===== src/rtl/serial_tx_arbiter.sv =====
// serial_tx_arbiter
//
// Shares one UART transmitter between two byte-stream requesters:
//   requester 0 = command processor reply path
//   requester 1 = trigger-event streamer
// Ownership is granted per packet with round-robin priority. Each byte is
// handed to the UART with a one-cycle txStart pulse. An owner whose valid
// stays low for TIMEOUT LOAD cycles loses the grant.
//
// Handshake: a requester byte moves when valid and ready are both high
// on a rising edge. ready is combinational and only the current owner
// ever sees it, only in LOAD, and only while txBusy is low. valid of a
// non-owner is left pending and is never consumed or dropped.
//
// Ports:
//   clk, reset           system clock, synchronous active-high reset
//   reqN_valid/data/last requester N byte stream (N = 0, 1)
//   reqN_ready           byte consumed this cycle
//   txBusy               UART busy (sampled only in LOAD)
//   txStart              one-cycle start pulse to UART
//   txData               byte to UART, held until the next capture
//   grant                one-hot current owner, 00 when idle
//   timeout              one-cycle pulse on forced release
module serial_tx_arbiter #(
    parameter int unsigned TIMEOUT = 1000
) (
    input  logic       clk,
    input  logic       reset,
    input  logic       req0_valid,
    input  logic [7:0] req0_data,
    input  logic       req0_last,
    output logic       req0_ready,
    input  logic       req1_valid,
    input  logic [7:0] req1_data,
    input  logic       req1_last,
    output logic       req1_ready,
    input  logic       txBusy,
    output logic       txStart,
    output logic [7:0] txData,
    output logic [1:0] grant,
    output logic       timeout
);

    typedef enum logic [1:0] {
        IDLE  = 2'd0,
        LOAD  = 2'd1,
        START = 2'd2,
        GAP   = 2'd3
    } state_t;

    localparam logic [15:0] TO_LAST = 16'(TIMEOUT - 1);

    state_t      state_q;
    logic [1:0]  grant_q;
    logic        tx_start_q;
    logic [7:0]  tx_data_q;
    logic        timeout_q;
    logic        last_q;       // index of the requester served most recently
    logic        last_flag_q;  // byte in flight closes the packet
    logic [15:0] idle_cnt_q;

    logic       owner_valid;
    logic [7:0] owner_data;
    logic       owner_last;
    logic       owner_idx;
    logic       load_take;

    always_comb begin
        owner_valid = (grant_q[0] & req0_valid) | (grant_q[1] & req1_valid);
        owner_data  = grant_q[1] ? req1_data : req0_data;
        owner_last  = grant_q[1] ? req1_last : req0_last;
        owner_idx   = grant_q[1];
        load_take   = (state_q == LOAD) && owner_valid && !txBusy;
        req0_ready  = load_take && grant_q[0];
        req1_ready  = load_take && grant_q[1];
    end

    always_ff @(posedge clk) begin
        if (reset) begin
            state_q     <= IDLE;
            grant_q     <= 2'b00;
            tx_start_q  <= 1'b0;
            tx_data_q   <= 8'h00;
            timeout_q   <= 1'b0;
            last_q      <= 1'b1;
            last_flag_q <= 1'b0;
            idle_cnt_q  <= 16'h0000;
        end else begin
            tx_start_q <= 1'b0;
            timeout_q  <= 1'b0;
            case (state_q)
                IDLE: begin
                    // On a tie the requester that was not served last wins.
                    if (req0_valid || req1_valid) begin
                        if (req0_valid && req1_valid) begin
                            grant_q <= last_q ? 2'b01 : 2'b10;
                        end else if (req0_valid) begin
                            grant_q <= 2'b01;
                        end else begin
                            grant_q <= 2'b10;
                        end
                        idle_cnt_q <= 16'h0000;
                        state_q    <= LOAD;
                    end
                end
                LOAD: begin
                    if (owner_valid) begin
                        // Busy UART: wait with the idle counter frozen.
                        if (!txBusy) begin
                            tx_data_q   <= owner_data;
                            last_flag_q <= owner_last;
                            tx_start_q  <= 1'b1;
                            idle_cnt_q  <= 16'h0000;
                            state_q     <= START;
                        end
                    end else if (idle_cnt_q == TO_LAST) begin
                        timeout_q <= 1'b1;
                        last_q    <= owner_idx;
                        grant_q   <= 2'b00;
                        state_q   <= IDLE;
                    end else if (idle_cnt_q != 16'hFFFF) begin
                        idle_cnt_q <= idle_cnt_q + 16'd1;
                    end
                end
                START: begin
                    state_q <= GAP;
                end
                GAP: begin
                    if (last_flag_q) begin
                        last_q  <= owner_idx;
                        grant_q <= 2'b00;
                        state_q <= IDLE;
                    end else begin
                        state_q <= LOAD;
                    end
                end
                default: begin
                    state_q <= IDLE;
                end
            endcase
        end
    end

    assign txStart = tx_start_q;
    assign txData  = tx_data_q;
    assign grant   = grant_q;
    assign timeout = timeout_q;

endmodule


===== config.mk =====
export PLATFORM = sky130hd
export DESIGN_NAME = serial_tx_arbiter
export DESIGN_NICKNAME = d
export VERILOG_FILES = /design/src/rtl/serial_tx_arbiter.sv
export SDC_FILE = /design/constraint.sdc
export NUM_CORES = 1
export LEC_CHECK = 0
export BUFFER_PORTS_ARGS = -buffer_cell sky130_fd_sc_hd__buf_2
export CORE_MARGIN = 4
export CORE_UTILIZATION = 29
export CTS_BUF_LIST = sky130_fd_sc_hd__clkbuf_4 sky130_fd_sc_hd__clkbuf_8
export DETAILED_ROUTE_END_ITERATION = 8
export GPL_TIMING_DRIVEN = 0
export PLACE_DENSITY = 0.58
export RECOVER_POWER = 100
export SLEW_MARGIN = 20
export SYNTH_ARGS = -nofsm -noshare
export SYNTH_HDL_FRONTEND = slang
export SYNTH_SLANG_ARGS = --single-unit
export TNS_END_PERCENT = 1

===== constraint.sdc =====
create_clock -name clk -period 2 [get_ports clk]
set_input_delay 0.2 -clock clk [delete_from_list [all_inputs] [get_ports clk]]
set_output_delay 0.2 -clock clk [all_outputs]
set_load 0.03 [all_outputs]

After elaboration in Yosys (flattened, before gate mapping). Index checks and enable logic that the tools add are counted.

Register bits after elaboration: 32. Output and inout port bits: 14. Logic and storage cells: 73.

$add $sub $neg: 1. Equal/unequal tests: 13. Muxes and demuxes: 27. Bitwise gates (word level): 6. Reduce and logical (&&, ||, !) cells: 18.

Operator list (number): 16-bit 2-to-1 mux (5); 16-bit one-hot mux with 2 select lines (1); 2-bit 2-to-1 mux (10); 16-bit by 1-bit adder with 16-bit output (second input constant) (1); 16-bit by 10-bit == test with 1-bit output (second input constant) (1); 16-bit != test (second input constant) (1); 5-bit AND reduction (2); 8-bit 2-to-1 mux (1); 2-bit one-hot mux with 4 select lines (1); 1-bit 2-to-1 mux (7); 2-bit != test (second input constant) (3); 3-bit by 2-bit != test with 1-bit output (second input constant) (2); 3-bit != test (second input constant) (2); 2-bit one-hot mux with 3 select lines (1); 3-bit AND reduction (2); 3-bit OR reduction (2); 1-bit logical AND (5); 2-bit == test (second input constant) (2); 4-bit AND reduction (1); 2-bit nonzero test (2); 1-bit inverter (3); 3-bit nonzero test (1); 1-bit AND (2); 2-bit by 1-bit == test with 1-bit output (second input constant) (1); other kinds (6) (6).

Longest topological paths before layout. Gate-level depths: netlist of run 1.

Depth in word-level cells: 5. Depth in mapped cells: 7.

Worst setup path before layout of run 1. OpenSTA, ideal clock, no wires.

Kind: reg-to-output. From: register grant_q[1] (netlist: grant[1]). To: output port req0_ready. Arrival time: 1.737 ns. Required time: 1.800 ns. Slack: 0.063 ns. Stages on the path, launching flop included: 6. Path buffers: 2. Path through: dfxtp_1 -> buf_2 -> a22oi_1 -> nor3_1 -> clkbuf_1 -> and2_1.

Word-level cells in the longest chain between the ends: 5.

RTL lines: start, declared (line 54) `logic [1:0] grant_q;`; start signal, assigned (line 96) `grant_q <= last_q ? 2'b01 : 2'b10;`; 1-bit AND (line 69) `owner_valid = (grant_q[0] & req0_valid) | (grant_q[1] & req1_valid);`; 1-bit bitwise OR (line 69); 1-bit logical AND (2 in series) (line 73) `load_take = (state_q == LOAD) && owner_valid && !txBusy;`; 1-bit logical AND (line 74) `req0_ready = load_take && grant_q[0];`; end, declared (line 32) `output logic req0_ready,`.

No other way between the ends.

Worst setup path in the final report of run 1.
From: register grant_q[1] (netlist: grant[1]). To: register idle_cnt_q[3].

Word-level cells in the longest chain between the ends: 4.

RTL lines: 1-bit AND (*) (line 69); 1-bit bitwise OR (*) (line 69); 3-bit by 2-bit != test with 1-bit output (no source line) (tied with other cells); 5-bit AND reduction (no source line) / 16-bit one-hot mux with 2 select lines (equally long branches); end signal, assigned (line 122) `idle_cnt_q <= idle_cnt_q + 16'd1;`; end, declared (line 60) `logic [15:0] idle_cnt_q;`.

Mark *: on every way between the ends. The rest lies on a longest branch, timed or not. A chain may end at the register's enable or synchronous reset.

==> results.yml, run 1 <==
cts:
  cts.sinks: 32
  clk_path_buf_depth: 2
  cts_buffers: 5
  cts_root_buffer: "clkbuf_8"
  clk_latency_ps: 280
  htree_num_levels: 2
  cts.clk_slew.worst_paths_ps: 70
  cts_tree: "built"
  cts_hold_buf: 0
  post_cts_buffers: 0
job:
  drv_cap: 0
routing:
  vias_per_cell: 5.50
  wl_met2_um: 2180
  drt-total-wl_um: 4570
  wl_per_cell_um: 14.5
  final_antenna_net_count: 0
  top_layer: "met4"
  drt-initial-drc-count: 169
  dr_total_vias: 1732
  wl_met1_um: 2130
  drt_first_pass_iters: 4
  wl_met3_um: 193
  drc: 0
critical_path:
  cp_max_fo: 9
  crit_arrival_ps: 2080
  setup.worst_path.class: "register to register"
  cp.required_ps: 2160
  crit_path_start_kind: "register"
  end_kind: "register"
global_routing:
  grt_pass1_vias: 1573
  grt_use_total: 0.126
  grt_pass1_wl_um: 7650
  antenna_found_initial: 0
  grt_overflow_total: 0
  grt_max_degree: 11
floorplan:
  coreArea_um2: 5640
  rows: 27
  die_w_um: 85.1
  start_util: 0.305
  io_pins: 37
  fp.dieH_um: 85.1
  die-area_um2: 7240
synth:
  synth-seq-area-share: 0.372
  synthXorXnorAreaFrac: 0
  synthAdderAreaFrac: 0.00726
  synth-async-reset-ratio: 0
  syn_nets: 223
  synth_cells: 199
  synth-seq-cells: 32
  ys_types: 51
  synth_top_flop_cell: "dfxtp_1"
  syn_area_per_cell_um2: 8.66
  synth_compound_area_frac: 0.280
  synth_simple_gate_area_frac: 0.249
  synth_top_family_by_area: "compound AO/OA/AOI/OAI gates"
  muxShareOfSynthArea: 0.0581
  synth_edf_count: 0
  syn_area_um2: 1720
  yosys_warnings: 0
placement:
  dp_hpwl_um: 3270
  placed_area_um2: 1990
  gp_routability_congestion: 0.818
  io_buffers: 36
timing:
  finalHoldViolations: 0
  grt_setup_unrepaired: "true"
  slew_headroom: 0.511
  clock_skew_ps: 3.25
  max_clock_freq_mhz: 519
  worstMarginPinSlew_ps: 729
  fin_crit_ps: 1930
  final-setup-viol-count: 0
  fin_crit_sh: 0.963
  slew_viol_final: 0
cells_and_area:
  final_cell_mix: "dfxtp_1, buf_2, nor2_1"
  syn_to_final_growth_pct: 25.5
  drive_gt1_frac: 0.222
  nets: 266
  design_area_um2: 2160
  n_antenna_cell: 0
  final_common_cell: "dfxtp_1"
power_and_ir_drop:
  p_leak_nw: 0.733
  p_total_mw: 1.55
  p_per_area_nw_per_um2: 716
  peakVddDrop_mv: 0.224
hold_path:
  hold_path.class: "input pin to register"
outcome:
  status: "completed"
[kinds of logic (layout without fill, tap and decap cells)]
kind of cell,after synthesis,count (layout)
fa+ha+maj,1,1
flops,32,32
simple gates,80,80
compound gates,62,62
mux,10,10
buf+inv,14,58
[final cells by class]
cell class | count | area, um^2
clock buffer | 7 | 96.3
tap | 72 | 90.1
inverter | 4 | 15.0
clock inverter | 1 | 30.0
multi-input combinational | 153 | 1070
timing repair buffer | 36 | 168
fill | 555 | 3480
sequential | 32 | 643
buffer | 10 | 51.3
[final timing paths]
path,start,end,slack (ps),cells after the start
setup / recovery,grant[1]$_SDFFE_PP0P_,idle_cnt_q[3]$_SDFFE_PP0P_,70,6
hold / removal,txBusy,txStart$_SDFF_PP0_,210,2
setup reg to reg,grant[1]$_SDFFE_PP0P_,idle_cnt_q[3]$_SDFFE_PP0P_,70,6
hold reg to reg,txData[3]$_SDFFE_PP0P_,txData[3]$_SDFFE_PP0P_,500,2
[metrics by stage]
step	setup WS, ps	instances	hold WS (ps)	setup TNS [ps]	util
final	74.9	315	207	0	0.383
after global routing	-50.8	315	203	-203	0.383
after CTS	17.1	315	192	0	0.377
after detailed placement	50.1	307	478	0	0.353
after global placement	39.6	307	478	0	0.353
after floorplan	63.3	199	279	0	-
[cells in the mapped netlist, types with 2 or more instances]
| master | number | area share |
|---|---|---|
| a211oi_1 | 11 | 0.048 |
| a21o_1 | 2 | 0.0087 |
| a21oi_1 | 10 | 0.029 |
| a22oi_1 | 2 | 0.0087 |
| a31oi_1 | 3 | 0.011 |
| a32oi_1 | 2 | 0.010 |
| a41o_1 | 2 | 0.012 |
| a41oi_1 | 4 | 0.020 |
| and2_1 | 2 | 0.0073 |
| and3_1 | 4 | 0.015 |
| buf_2 | 4 | 0.012 |
| clkbuf_1 | 5 | 0.011 |
| dfxtp_1 | 32 | 0.37 |
| inv_1 | 4 | 0.0087 |
| mux2i_1 | 10 | 0.058 |
| nand2_1 | 11 | 0.024 |
| nand2b_1 | 3 | 0.011 |
| nand3_1 | 6 | 0.017 |
| nand4_1 | 5 | 0.018 |
| nand4b_1 | 3 | 0.015 |
| nor2_1 | 23 | 0.050 |
| nor2b_1 | 2 | 0.0073 |
| nor3_1 | 5 | 0.015 |
| nor3b_1 | 2 | 0.0087 |
| nor4_1 | 4 | 0.015 |
| o21ai_0 | 4 | 0.012 |
| o21ai_1 | 2 | 0.0058 |
| o311ai_1 | 4 | 0.020 |
| o31ai_1 | 4 | 0.017 |
| or3_1 | 3 | 0.011 |
[state kept, by name (all words and copies together) (netlist names), named ones only]
name and count:
grant 2, state_q 1, last_flag_q 1, idle_cnt_q 16, last_q 1, txStart 1, timeout 1, txData 8
[layer usage]
metal	up-vias	global-route usage
met4	0	0.0446
met2	40	0.188
met5	-	0
li1	860	-
met1	825	0.179
met3	7	0.0272
[report_power, final]
group | internal (mW) | switching [mW]
Sequential | 0.653 | 0.0139
Clock | 0.440 | 0.248
Combinational | 0.0728 | 0.120
[critical path, cell delays in order (launching register included)]
cell and delay, ps:
dfxtp_1 310, clkbuf_4 170, a22o_4 260, a311oi_4 510
nor2_4 140, o311ai_2 300, o31ai_1 100
[timing repair]
action	in CTS	in global routing
resized for setup	3	11
endpoints found under the setup margin	2	16
pin swaps	0	1
(Power assumes the default switching activity.)
==> inputs of run 2 (changes only) <==
==> constraint.sdc (replaced) <==
create_clock -name clk -period 2.3 [get_ports clk]
set_input_delay 0.23 -clock clk [delete_from_list [all_inputs] [get_ports clk]]
set_output_delay 0.23 -clock clk [all_outputs]
set_load 0.03 [all_outputs]
==> results.yml, run 2 (synthesis results as in run 1) <==
cts:
  cts_root_buffer: "clkbuf_8"
  cts.sinks: 32
  clk_path_buf_depth: 2
  post_cts_buffers: 0
  cts_tree: "built"
  htree_num_levels: 2
  cts.clk_slew.worst_paths_ps: 70
  cts_buffers: 5
  clk_latency_ps: 290
  cts_hold_buf: 0
cells_and_area:
  num-fill-cells: 571
  final_common_cell: "dfxtp_1"
  drive_gt1_frac: 0.181
  nets: 266
  largest_reg_flops: 16
  n_antenna_cell: 0
  design_area_um2: 2090
  final_cell_mix: "dfxtp_1, buf_2, nor2_1"
  max_flop_register: "idle_cnt_q"
  post-route-util: 0.370
  syn_to_final_growth_pct: 21.3
placement:
  io_buffers: 36
  gp_routability_congestion: 0.818
  pre_cts_slack_ps: 338
  dp_hpwl_um: 3270
  placed_area_um2: 1990
critical_path:
  crit_path_start_kind: "register"
  r2r.worst_path.cells: 6
  cp_max_fo: 9
  cp.required_ps: 2460
  crit_arrival_ps: 2270
  end_kind: "register"
  setup.worst_path.class: "register to register"
global_routing:
  grt_pass1_vias: 1573
  use_met2: 0.188
  met1_usage: 0.178
  grt_pass1_wl_um: 7640
  grt_use_total: 0.126
  grt_max_degree: 11
  antenna_found_initial: 0
  grt_busiest_layer: "met2"
  grt_overflow_total: 0
  gr-usage-met3: 0.0272
power_and_ir_drop:
  p_leak_nw: 0.719
  p_per_area_nw_per_um2: 640
  peakVddDrop_mv: 0.195
timing:
  fin_crit_sh: 0.916
  final-setup-viol-count: 0
  slew_viol_final: 0
  grt_setup_unrepaired: "false"
  fin_setup_tns_ps: 0
  fin_crit_ps: 2110
  max_clock_freq_mhz: 475
  slew_headroom: 0.529
  clock_skew_ps: 3.89
  worst_slack_ps: 194
  finalHoldViolations: 0
  worstMarginPinSlew_ps: 703
floorplan:
  rows: 27
  die-area_um2: 7240
  io_pins: 37
  fp.dieH_um: 85.1
  start_util: 0.305
  die_w_um: 85.1
  coreArea_um2: 5640
routing:
  final_antenna_net_count: 0
  drc: 0
  wl_per_cell_um: 14.4
  drt-total-wl_um: 4540
  drt-initial-drc-count: 208
  vias_per_cell: 5.42
  dr_total_vias: 1707
  drt_first_pass_iters: 4
outcome:
  status: "completed"
hold_path:
  hold_path_depth: 2
  hold_path.class: "input pin to register"
job:
  drv_cap: 0
run 2: cell count changes in the layout (fill, tap and decap cells not counted), sizes merged:
cell | before | now
buf | 30 | 26
clkbuf | 23 | 27
run 2: what timing repair did:
action                                  CTS  global route
resized for setup                         0             3
endpoints found under the setup margin    0             2
endpoints found under the hold margin     0             0
run 2: metal layers:
layer	share of wire	vias up	wire, um
met3	0.050	6	228
met1	0.46	799	2100
met5	0	-	0
met2	0.47	44	2150
met4	0.014	0	62
li1	-	858	-
run 2: power by group:
part	total [mW]	internal (mW)	switching (mW)
clock network	0.601	0.382	0.219
logic	0.158	0.0585	0.0996
registers	0.577	0.567	0.0107
run 2: critical path, stage by stage, from the launching register on:
cell	delay [ps]
dfxtp_1	310
buf_2	160
a22o_4	260
a311oi_2	600
nor2_2	220
o311ai_1	320
o31ai_1	110
run 2: area by class of cell:
class	count	area (um^2)	area share
multi-input combinational	153	1010	0.483
tap	72	90.1	0.0431
buffer	10	42.5	0.0204
sequential	32	641	0.307
clock buffer	7	96.3	0.0461
timing repair buffer	36	165	0.0790
inverter	4	15.0	0.00719
clock inverter	1	30.0	0.0144
run 2: through the flow:
stage	std cells	hold slack (ps)	power [mW]
finish	315	210	1.34
global route	315	203	1.40
CTS	315	210	1.36
detailed placement	307	488	0.755
global placement	307	484	0.755
floorplan	199	309	0.699
run 2: final timing paths:
kind	start	end	slack (ps)
hold / removal	txBusy	txStart$_SDFF_PP0_	210
hold reg to reg	txData[3]$_SDFFE_PP0P_	txData[3]$_SDFFE_PP0P_	500
setup / recovery	grant[1]$_SDFFE_PP0P_	idle_cnt_q[3]$_SDFFE_PP0P_	190
setup reg to reg	grant[1]$_SDFFE_PP0P_	idle_cnt_q[3]$_SDFFE_PP0P_	190
==> inputs of run 3 (changes only) <==
--- a/config.mk
+++ b/config.mk
@@ -11,7 +11,6 @@
 export CTS_BUF_LIST = sky130_fd_sc_hd__clkbuf_4 sky130_fd_sc_hd__clkbuf_8
 export DETAILED_ROUTE_END_ITERATION = 8
 export GPL_TIMING_DRIVEN = 0
-export PLACE_DENSITY = 0.58
 export RECOVER_POWER = 100
 export SLEW_MARGIN = 20
 export SYNTH_ARGS = -nofsm -noshare
==> results.yml, run 3 (synthesis results as in run 1) <==
outcome:
  status: "completed"
global_routing:
  grt_max_degree: 11
  grt_pass1_vias: 1619
  grt_use_total: 0.128
  antenna_found_initial: 0
  use_met2: 0.201
  grt_pass1_wl_um: 7560
  grt_overflow_total: 0
  grt_busiest_layer: "met2"
  gr-usage-met3: 0.0301
  met1_usage: 0.171
timing:
  worstMarginPinSlew_ps: 695
  fin_crit_sh: 0.902
  fin_setup_tns_ps: 0
  clock_skew_ps: 3.04
  slew_viol_final: 0
  fin_crit_ps: 2080
  slew_headroom: 0.534
  grt_setup_unrepaired: "false"
  final-setup-viol-count: 0
  max_clock_freq_mhz: 482
  finalHoldViolations: 0
power_and_ir_drop:
  pwr-share-comb: 0.134
  peakVddDrop_mv: 0.216
  p_leak_nw: 0.711
  switchingPower_mw: 0.319
  p_per_area_nw_per_um2: 584
  swShare: 0.263
  seqPwrFrac: 0.476
  intPower_mw: 0.894
  pwr-share-clk: 0.390
routing:
  wl_per_cell_um: 14.2
  vias_per_cell: 5.42
  drt-total-wl_um: 4470
  dr_total_vias: 1702
  final_antenna_net_count: 0
  drt-initial-drc-count: 198
  drt_first_pass_iters: 4
  drc: 0
placement:
  dp.cells: 307
  io_buffers: 36
  gp_routability_congestion: 0.814
  placed_area_um2: 1990
  dp_hpwl_um: 3280
critical_path:
  crit_path_start_kind: "register"
  end_kind: "output port"
  setup.worst_path.class: "register to output port"
  cp_max_fo: 10
  crit_arrival_ps: 1850
  r2r-start: "grant[1]$_SDFFE_PP0P_"
  startpoint: "grant[1]$_SDFFE_PP0P_"
  cp.required_ps: 2070
floorplan:
  io_pins: 37
  fp.dieH_um: 85.1
  die-area_um2: 7240
  coreArea_um2: 5640
  die_w_um: 85.1
  start_util: 0.305
  rows: 27
cells_and_area:
  max_flop_register: "idle_cnt_q"
  fin_cells: 314
  multi_input_area_um2: 1020
  nets: 266
  final_common_cell: "dfxtp_1"
  syn_to_final_growth_pct: 20.5
  n_antenna_cell: 0
  final_cell_mix: "dfxtp_1, buf_2, nor2_1"
  largest_reg_flops: 16
  seq_area_um2: 641
  design_area_um2: 2080
  drive_gt1_frac: 0.186
  num-fill-cells: 591
cts:
  cts_root_buffer: "clkbuf_8"
  cts_buffers: 5
  cts_tree: "built"
  htree_num_levels: 2
  cts_hold_buf: 0
  cts.clk_slew.worst_paths_ps: 70
  post_cts_buffers: 0
  clk_path_buf_depth: 2
  clk_latency_ps: 280
  cts.sinks: 32
hold_path:
  hold_path.class: "input pin to register"
  min_from: "txBusy"
job:
  drv_cap: 0
-- run 3: what timing repair did --
| item | in CTS | in global routing |
|---|---|---|
| hold endpoints to repair | 0 | 0 |
| gates resized for setup | 1 | 1 |
| setup endpoints to repair | 1 | 2 |
-- run 3: layer usage --
metal | routed length (um) | part of all wire
met5 | 0 | 0
met4 | 61 | 0.014
met3 | 279 | 0.062
met2 | 2050 | 0.46
met1 | 2080 | 0.47
-- run 3: cell type report --
cell class | instances | share of cell area
well taps | 72 | 0.0434
plain buffers | 10 | 0.0211
clock buffers | 7 | 0.0464
multi-input cells | 153 | 0.494
repair buffers | 36 | 0.0796
inverters | 4 | 0.00723
flip-flops and latches | 32 | 0.309
-- run 3: stage by stage --
stage | power (mW) | util | hold slack (ps) | setup WS [ps]
floorplan | 0.699 | - | 309 | 333
global placement | 0.755 | 0.353 | 486 | 326
detailed placement | 0.756 | 0.353 | 491 | 310
CTS | 1.23 | 0.371 | 222 | 137
global route | 1.27 | 0.368 | 256 | 45.4
finish | 1.21 | 0.368 | 230 | 225
-- run 3: worst paths after layout --
path	depth (start not counted)	slack (ps)	endpoint
max	6	220	req1_ready
min	2	230	txStart$_SDFF_PP0_
max reg2reg	6	250	idle_cnt_q[2]$_SDFFE_PP0P_
min reg2reg	2	500	txData[5]$_SDFFE_PP0P_
-- run 3: critical path, stage by stage (launching register included) --
cell	delay (ps)
dfxtp_1	320
buf_2	190
a22oi_1	150
nor3_2	270
clkbuf_2	280
and2_1	160
clkbuf_2	200
-- run 3: power groups by stage --
stage	clock, mW	sequential (mW)	combinational [mW]
3_5_place_dp	0	0.590	0.166
5_1_grt	0.513	0.580	0.181
6_report	0.473	0.577	0.162
3_3_place_gp	0	0.590	0.165
2_1_floorplan	0	0.603	0.0958
4_1_cts	0.483	0.577	0.167
